$ cat config.mk
export PLATFORM = sky130hd
export DESIGN_NAME = alu_result_stage_flat
export DESIGN_NICKNAME = d
export VERILOG_FILES = /design/src/rtl/alu_result_stage_if.sv /design/src/rtl/alu_result_stage.sv /design/src/flat_wrapper.sv
export SDC_FILE = /design/constraint.sdc
export NUM_CORES = 1
export LEC_CHECK = 0
export CORE_MARGIN = 2
export CORE_UTILIZATION = 25
export DETAILED_ROUTE_END_ITERATION = 12
export PLACE_DENSITY = 0.54
export SLEW_MARGIN = 30
export SYNTH_ARGS = -nofsm -noshare
export SYNTH_HDL_FRONTEND = slang
export SYNTH_SLANG_ARGS = --single-unit
export TNS_END_PERCENT = 20
$ cat constraint.sdc
create_clock -name clk -period 1.9 [get_ports clk]
set_input_delay 0.57 -clock clk [delete_from_list [all_inputs] [get_ports clk]]
set_output_delay 0.57 -clock clk [all_outputs]
set_load 0.1 [all_outputs]
$ cat src/rtl/alu_result_stage_if.sv
// Handshake bundle between the ALU, the result stage and the downstream
// consumer. The stage sits on the slave modport. The master modport is the
// environment's view: it drives the ALU word and the consumer's ready.
interface alu_result_stage_if #(
  parameter int unsigned WIDTH = 32
);
  // Upstream (ALU -> stage)
  logic             in_valid;
  logic             in_ready;
  logic [WIDTH-1:0] in_result;
  logic             in_carryout;
  logic             in_a_msb;
  logic             in_b_msb;
  logic [2:0]       in_cmd;

  // Downstream (stage -> consumer)
  logic             out_valid;
  logic             out_ready;
  logic [WIDTH-1:0] out_result;
  logic [2:0]       out_cmd;
  logic             out_zero;
  logic             out_carry;
  logic             out_overflow;

  modport slave (
    input  in_valid, in_result, in_carryout, in_a_msb, in_b_msb, in_cmd,
    output in_ready,
    output out_valid, out_result, out_cmd, out_zero, out_carry, out_overflow,
    input  out_ready
  );

  modport master (
    output in_valid, in_result, in_carryout, in_a_msb, in_b_msb, in_cmd,
    input  in_ready,
    input  out_valid, out_result, out_cmd, out_zero, out_carry, out_overflow,
    output out_ready
  );
endinterface

$ cat src/rtl/alu_result_stage.sv
// Registered output stage behind the bit-slice ALU. It captures the result
// word, derives the zero/carry/overflow flags and hands them downstream over
// valid/ready. A one-entry skid register behind the output register lets the
// stage absorb one extra result when the consumer stalls, so in_ready depends
// only on registered state.
module alu_result_stage #(
  parameter int unsigned WIDTH     = 32,
  parameter int unsigned CNT_WIDTH = 16
) (
  input  logic                 clk,
  input  logic                 reset,
  alu_result_stage_if.slave    bus,
  output logic [CNT_WIDTH-1:0] op_count
);

  typedef enum logic [2:0] {
    CMD_ADD  = 3'd0,
    CMD_SUB  = 3'd1,
    CMD_XOR  = 3'd2,
    CMD_SLT  = 3'd3,
    CMD_AND  = 3'd4,
    CMD_NAND = 3'd5,
    CMD_NOR  = 3'd6,
    CMD_OR   = 3'd7
  } cmd_e;

  // One held result: word, selector and the flags derived at capture time.
  typedef struct packed {
    logic [WIDTH-1:0] result;
    logic [2:0]       cmd;
    logic             zero;
    logic             carry;
    logic             overflow;
  } entry_t;

  entry_t inEntry;
  entry_t outEntry;
  entry_t skidEntry;
  logic   outValid;
  logic   skidValid;

  cmd_e   inCmd;
  logic   isArith;
  logic   accept;
  logic   consume;
  logic   outLoad;
  logic   cntFull;

  // Flag derivation from the raw ALU outputs. Carry and overflow only mean
  // something for the adder ops; the logic ops and SLT report zero only.
  always_comb begin
    inCmd   = cmd_e'(bus.in_cmd);
    isArith = (inCmd == CMD_ADD) || (inCmd == CMD_SUB);

    inEntry          = '0;
    inEntry.result   = bus.in_result;
    inEntry.cmd      = bus.in_cmd;
    inEntry.zero     = ~|bus.in_result;
    inEntry.carry    = isArith & bus.in_carryout;
    inEntry.overflow = isArith
                     & (bus.in_a_msb == bus.in_b_msb)
                     & (bus.in_result[WIDTH-1] != bus.in_a_msb);
  end

  // Handshake qualifiers. The output register reloads whenever it is empty
  // or its current word leaves this cycle.
  always_comb begin
    accept  = bus.in_valid && !skidValid;
    consume = outValid && bus.out_ready;
    outLoad = !outValid || consume;
    cntFull = &op_count;
  end

  // Output register: the skid entry always drains first to keep FIFO order.
  // in_ready is low while the skid entry is held, so an accept can never
  // coincide with a skid drain.
  always_ff @(posedge clk) begin
    if (reset) begin
      outValid <= 1'b0;
      outEntry <= '0;
    end else if (outLoad) begin
      if (skidValid) begin
        outValid <= 1'b1;
        outEntry <= skidEntry;
      end else if (accept) begin
        outValid <= 1'b1;
        outEntry <= inEntry;
      end else begin
        outValid <= 1'b0;
      end
    end
  end

  // Skid register: catches an accepted word only when the output register
  // is occupied and stalled; it empties on the next output reload.
  always_ff @(posedge clk) begin
    if (reset) begin
      skidValid <= 1'b0;
      skidEntry <= '0;
    end else if (accept && !outLoad) begin
      skidValid <= 1'b1;
      skidEntry <= inEntry;
    end else if (outLoad && skidValid) begin
      skidValid <= 1'b0;
    end
  end

  // Completed-handshake counter, saturating at all-ones.
  always_ff @(posedge clk) begin
    if (reset) begin
      op_count <= '0;
    end else if (consume && !cntFull) begin
      op_count <= op_count + CNT_WIDTH'(1);
    end
  end

  // Drive the bus from registered state only.
  always_comb begin
    bus.in_ready     = !skidValid;
    bus.out_valid    = outValid;
    bus.out_result   = outEntry.result;
    bus.out_cmd      = outEntry.cmd;
    bus.out_zero     = outEntry.zero;
    bus.out_carry    = outEntry.carry;
    bus.out_overflow = outEntry.overflow;
  end

endmodule

$ cat src/flat_wrapper.sv
// flat-port wrapper written by rule: the top's interface ports become plain ports
module alu_result_stage_flat 
#(
  parameter int unsigned WIDTH     = 32,
  parameter int unsigned CNT_WIDTH = 16
)
  (clk, reset, op_count, bus_in_valid, bus_in_result, bus_in_carryout, bus_in_a_msb, bus_in_b_msb, bus_in_cmd, bus_in_ready, bus_out_valid, bus_out_result, bus_out_cmd, bus_out_zero, bus_out_carry, bus_out_overflow, bus_out_ready);
  alu_result_stage_if #(.WIDTH(WIDTH)) bus_i ();
  input  logic clk;
  input  logic reset;
  output logic [CNT_WIDTH-1:0] op_count;
  input wire logic [$bits(bus_i.in_valid)-1:0] bus_in_valid;
  input wire logic [$bits(bus_i.in_result)-1:0] bus_in_result;
  input wire logic [$bits(bus_i.in_carryout)-1:0] bus_in_carryout;
  input wire logic [$bits(bus_i.in_a_msb)-1:0] bus_in_a_msb;
  input wire logic [$bits(bus_i.in_b_msb)-1:0] bus_in_b_msb;
  input wire logic [$bits(bus_i.in_cmd)-1:0] bus_in_cmd;
  output wire logic [$bits(bus_i.in_ready)-1:0] bus_in_ready;
  output wire logic [$bits(bus_i.out_valid)-1:0] bus_out_valid;
  output wire logic [$bits(bus_i.out_result)-1:0] bus_out_result;
  output wire logic [$bits(bus_i.out_cmd)-1:0] bus_out_cmd;
  output wire logic [$bits(bus_i.out_zero)-1:0] bus_out_zero;
  output wire logic [$bits(bus_i.out_carry)-1:0] bus_out_carry;
  output wire logic [$bits(bus_i.out_overflow)-1:0] bus_out_overflow;
  input wire logic [$bits(bus_i.out_ready)-1:0] bus_out_ready;
  assign bus_i.in_valid = bus_in_valid;
  assign bus_i.in_result = bus_in_result;
  assign bus_i.in_carryout = bus_in_carryout;
  assign bus_i.in_a_msb = bus_in_a_msb;
  assign bus_i.in_b_msb = bus_in_b_msb;
  assign bus_i.in_cmd = bus_in_cmd;
  assign bus_in_ready = bus_i.in_ready;
  assign bus_out_valid = bus_i.out_valid;
  assign bus_out_result = bus_i.out_result;
  assign bus_out_cmd = bus_i.out_cmd;
  assign bus_out_zero = bus_i.out_zero;
  assign bus_out_carry = bus_i.out_carry;
  assign bus_out_overflow = bus_i.out_overflow;
  assign bus_i.out_ready = bus_out_ready;
  alu_result_stage #(.WIDTH(WIDTH), .CNT_WIDTH(CNT_WIDTH)) u_core (.clk(clk), .reset(reset), .bus(bus_i), .op_count(op_count));
endmodule
== Yosys cells after proc, flatten, opt, wreduce, memory -nomap -nowiden ==
Cells that the tools add are included.

* Reductions and logical operators: 18
* Bitwise gates (word level): 3
* Multiplexer cells: 6
* $add $sub $neg: 1
* Equality and inequality tests: 3

{| class="wikitable"
|+ Operators with widths
! kind !! count
|-
| 2-to-1 mux 38 bit || 2
|-
| OR reduction 32 bit || 1
|-
| adder 16 x 1 -> 16 bit, second input constant || 1
|-
| AND reduction 16 bit || 1
|-
| logical AND 1 bit || 5
|-
| zero test 1 bit || 5
|-
| 2-to-1 mux 1 bit || 4
|-
| nonzero test 2 bit || 2
|-
| bitwise AND 1 bit || 3
|-
| == test 3 x 1 -> 1 bit, second input constant || 1
|-
| zero test 3 bit || 1
|-
| logical OR 1 bit || 2
|-
| AND reduction 2 bit || 1
|-
| == test 1 bit || 1
|-
| inequality test 1 bit || 1
|}

* Register bits: 94
* Word-level logic and storage cells: 44
* Output and inout port bits: 56
* Bits of input ports: 42

== Depth between registers and ports, before layout ==
* Depth in word-level cells: 6
* Gate-level depth with buffers: 6
* Gate-level depth less buffers: 5

== Worst setup path before layout ==
No wires, ideal clock.

* Path kind: register to register
* From: register u_core.op_count[0]
* To: register u_core.op_count[14]
* Setup time: 70 ps
* Data required time: 1830 ps
* Data arrival time: 2637 ps
* Path slack: -807 ps
* Period minus slack after synthesis: 2707 ps
* Stages on the path, launching flop included: 7
* Buffers on the path: 1
* Path through: dfxtp_1 -> ha_1 -> nand3_2 -> or3_1 -> clkbuf_2 -> or4_1 -> a21oi_1

* Word-level cells in the longest chain between the ends: 3
* Elaborated cells on any way between the ends: 4
* Classes of those cells: add/sub: 1; reduce/logical: 3

{| class="wikitable"
|+ Ends and longest elaborated chain
! item !! line !! text
|-
| from (decl) || alu_result_stage.sv:13 || <nowiki>output logic [CNT_WIDTH-1:0] op_count</nowiki>
|-
| from (signal assigned) || alu_result_stage.sv:113 || <nowiki>op_count <= op_count + CNT_WIDTH'(1);</nowiki>
|-
| branches (longest 3 deep; another with adder 16 x 1 -> 16 bit) || n/a ||
|}

Parallel ways; which one is timed is not known.
A chain may end at the register's enable or synchronous reset.

== Worst setup path after layout ==
* From: input bus_in_result[31]
* To: register u_core.outEntry, in the netlist u_core.bus.out_zero

* Word-level cells in the longest chain between the ends: 4

{| class="wikitable"
|+ Ends and longest elaborated chain
! item !! line !! text
|-
| from (decl) || flat_wrapper.sv:13 || <nowiki>input wire logic [$bits(bus_i.in_result)-1:0] bus_in_result;</nowiki>
|-
| OR reduction 32 bit || alu_result_stage.sv:58 || <nowiki>inEntry.zero = ~|bus.in_result;</nowiki>
|-
| zero test 1 bit || alu_result_stage.sv:58 ||
|-
| 2-to-1 mux 38 bit || alu_result_stage.sv:85 || <nowiki>end else if (accept) begin</nowiki>
|-
| 2-to-1 mux 38 bit || alu_result_stage.sv:82 || <nowiki>if (skidValid) begin</nowiki>
|-
| to (signal assigned) || alu_result_stage.sv:84 || <nowiki>outEntry <= skidEntry;</nowiki>
|-
| to (signal assigned) || alu_result_stage.sv:87 || <nowiki>outEntry <= inEntry;</nowiki>
|-
| to (decl) || alu_result_stage.sv:37 || <nowiki>entry_t outEntry;</nowiki>
|}

No other way between the ends. The select of a mux whose other input is x is not followed.

==> out/qor.yml <==
status: "complete, no violations"
async_flop_share_pct: 0
fin_crit_ns: 1.80
worstPathArrival_ns: 2.09
synth-simple-area-share_pct: 20.8
total_leakage_power_nw: 2.31
routed_via_density: 4.66
fp.dieW_um: 130
whs_ns: 0.455
cpMaxStageDelayCell: "clkdlybuf4s50_1"
dpl_cell_area_sq_um: 6170
gr-total-overflow: 0
cts-root-buf: "clkbuf_16"
pwr-share-comb_pct: 24.2
layout_commonest_cell: "nand2_1"
regArea_sq_um: 1940
drtAntennaViolNets: 0
ys_warn_count: 0
drv_slew: 0
die_area_sq_um: 16800
critPathMaxFanout: 2
worst_pin_slew_ns: 0.481
clock_path_buffers: 2
initialDrtViolationCount: 165
hpwl_um: 7980
ys_types: 44
p_sw_mw: 1.62
internal-power_mw: 3.54
die_h_um: 130
num_antenna_cells: 0
clkPwrFrac_pct: 34.4
grt-busiest-layer: "met2"
synth_adder_area_share_pct: 0.318
clock_skew_ns: 0.00660
start_util_pct: 25.7
antenna_found_initial: 0
insertion_delay_ns: 0.35
cpPeakStageDelay_ns: 0.44
setup_ws_ns: 0.102
path_cells: "clkdlybuf4s50_1, nor4_2, buf_4, nand4_1, o211ai_1, o2111a_1"
grt_pass1_vias: 3605
required_ns: 2.19
vdd_drop_max_mv: 0.405
drv_cap: 0
cts_max_level: 3
path_class: "in2reg"
rsz0062_at_grt: "no"
port_buffers: 97
grt_usage_pct: 13.6
fmax_mhz: 556
numCtsBuffers: 9
fill_cells: 1507
cts_tree: "built"
wirelength_um: 10800
ys_seq_elements: 94
syn_to_final_growth_pct: 64.7
hp-class: "reg2reg"
met2_usage_pct: 22.1
cp_num_buf_inv: 2
synthMuxAreaShare_pct: 10.0
final_cell_mix: "nand2_1 (83), dfxtp_1 (76), buf_12 (58), buf_4 (57), a21oi_1 (46)"
avgRoutedWirePerCell_um: 13.5
firstDrtPassIters: 4
yosysSeqAreaShare_pct: 47.8
cp.depth: 6
crit_family: "buffers and inverters"
num_rows: 45
place_congestion: 0.755
synth_nets: 498
met1_usage_pct: 16.9
final_layout_size_suffix_gt1_share_pct: 27.8
synth_cells: 455
synth_top_family_by_area: "simple AND/OR/NAND/NOR gates"
drc_errors: 0
r2r_cells: 5
synthXorXnorAreaFrac_pct: 0
multi_input_area_sq_um: 1980
postCtsSetupBuffers: 0
synth_top_flop_cell: "dfxtp_1"
seq_power_share_pct: 41.4
min_path_cells: 2
postSynthAreaPerCell_sq_um: 8.66
coreArea_sq_um: 15300
synth_area_sq_um: 3940
grt_pass1_wl_um: 17800
vias: 3755
p_sw_share_pct: 31.4
grt_max_degree: 43
worstSetupStartpointType: "input port"
dpl_worst_slack_ns: -0.483
synth_edf_count: 0
r2r_slack_ns: 0.12
clock-sinks: 94
fin_nets: 632
setup_viol: 0
synth_compound_area_share_pct: 17.1
slew_headroom_pct: 67.9
grtUsageMet3_pct: 3.76
clk_pin_slew_ns: 0.06
fin_area_sq_um: 6490
power_density_nw_per_um2: 796
period_share_pct: 94.6
ios: 98
cp-end-kind: "flip-flop"
hold_viol_final: 0
==> tightest hold or removal path: cells and delay by family (launching register included) <==
family / cells / cell delay [ns]
AO/OA/AOI/OAI: 1 / 0.05
flip-flops: 1 / 0.31
AND/OR/NAND/NOR: 1 / 0.05
==> metal layers <==
layer	up-vias	part of all wire, %
li1	1900	-
met1	1747	46
met2	86	47
met3	22	4.5
met4	0	2.4
met5	-	0
==> what timing repair did <==
action | 4_1_cts | 5_1_grt
resized for setup | 2 | 3
hold endpoints to repair | 0 | 0
hold buffers | 0 | 0
endpoints found under the setup margin | 9 | 2
==> state kept, by name, summed over array words and instances (netlist names) <==
| signal | count |
|---|---|
| u_core.bus.out_carry | 1 |
| u_core.bus.out_cmd | 3 |
| u_core.bus.out_overflow | 1 |
| u_core.bus.out_result | 32 |
| u_core.bus.out_valid | 1 |
| u_core.bus.out_zero | 1 |
| u_core.op_count | 16 |
| u_core.skidEntry | 38 |
| u_core.skidValid | 1 |
==> cell families (layout without fill, tap and decap cells) <==
kind of cell,after synthesis,after routing
buffers and inverters,36,175
adders and majority gates,1,1
muxes,39,39
DFF,94,94
AOI/OAI and AO/OA,105,105
and+or+nand+nor,180,180
==> worst paths after layout <==
check / startpoint / end
worst min-delay path: u_core.skidEntry[29] / u_core.skidEntry[29]
worst max register to register: u_core.op_count[1] / u_core.op_count[14]
worst max-delay path: bus_in_result[31] / u_core.bus.out_zero
worst min register to register: u_core.skidEntry[29] / u_core.skidEntry[29]
==> Yosys cell counts, drive strengths merged, types with 4 or more instances <==
| library cell | n | area share, % |
|---|---|---|
| nand2 | 83 | 7.9 |
| a211oi | 36 | 6.9 |
| nor2b | 4 | 0.64 |
| dfxtp | 94 | 48 |
| or4 | 4 | 0.79 |
| nand4 | 6 | 1.1 |
| clkbuf | 20 | 2.2 |
| nor2 | 46 | 4.4 |
| o21ai | 4 | 0.51 |
| buf | 11 | 1.1 |
| a21oi | 46 | 5.8 |
| o31ai | 5 | 0.95 |
| inv | 4 | 0.38 |
| nand3 | 11 | 1.5 |
| nor4 | 11 | 1.9 |
| mux2i | 36 | 9.1 |
| or3 | 7 | 1.1 |
==> final cells by class <==
class	count	area share, %
Clock buffer	12	4.13
Clock inverter	4	0.444
Inverter	4	0.289
Multi-Input combinational cell	325	30.6
Sequential cell	94	29.9
Tap cell	211	4.07
Timing Repair Buffer	155	30.6
==> power groups by stage <==
stage / Combinational (mW) / Clock (mW) / Sequential (mW)
after floorplan: 0.225 / 0 / 2.63
after global placement: 1.25 / 0 / 2.18
after detailed placement: 1.26 / 0 / 2.18
after CTS: 1.26 / 1.84 / 2.14
after global routing: 1.31 / 1.94 / 2.15
final: 1.25 / 1.78 / 2.13
==> stage by stage <==
step	power [mW]	utilization (%)	instances	TNS, ns
5_1_grt	5.39	42.4	805	0
3_5_place_dp	3.44	40.3	789	-25.71
6_report	5.16	42.4	805	0
3_3_place_gp	3.43	40.3	789	-24.45
4_1_cts	5.24	42.2	805	0
2_1_floorplan	2.86	-	455	-0.457
Note: power is estimated with default switching activity, not from simulation.
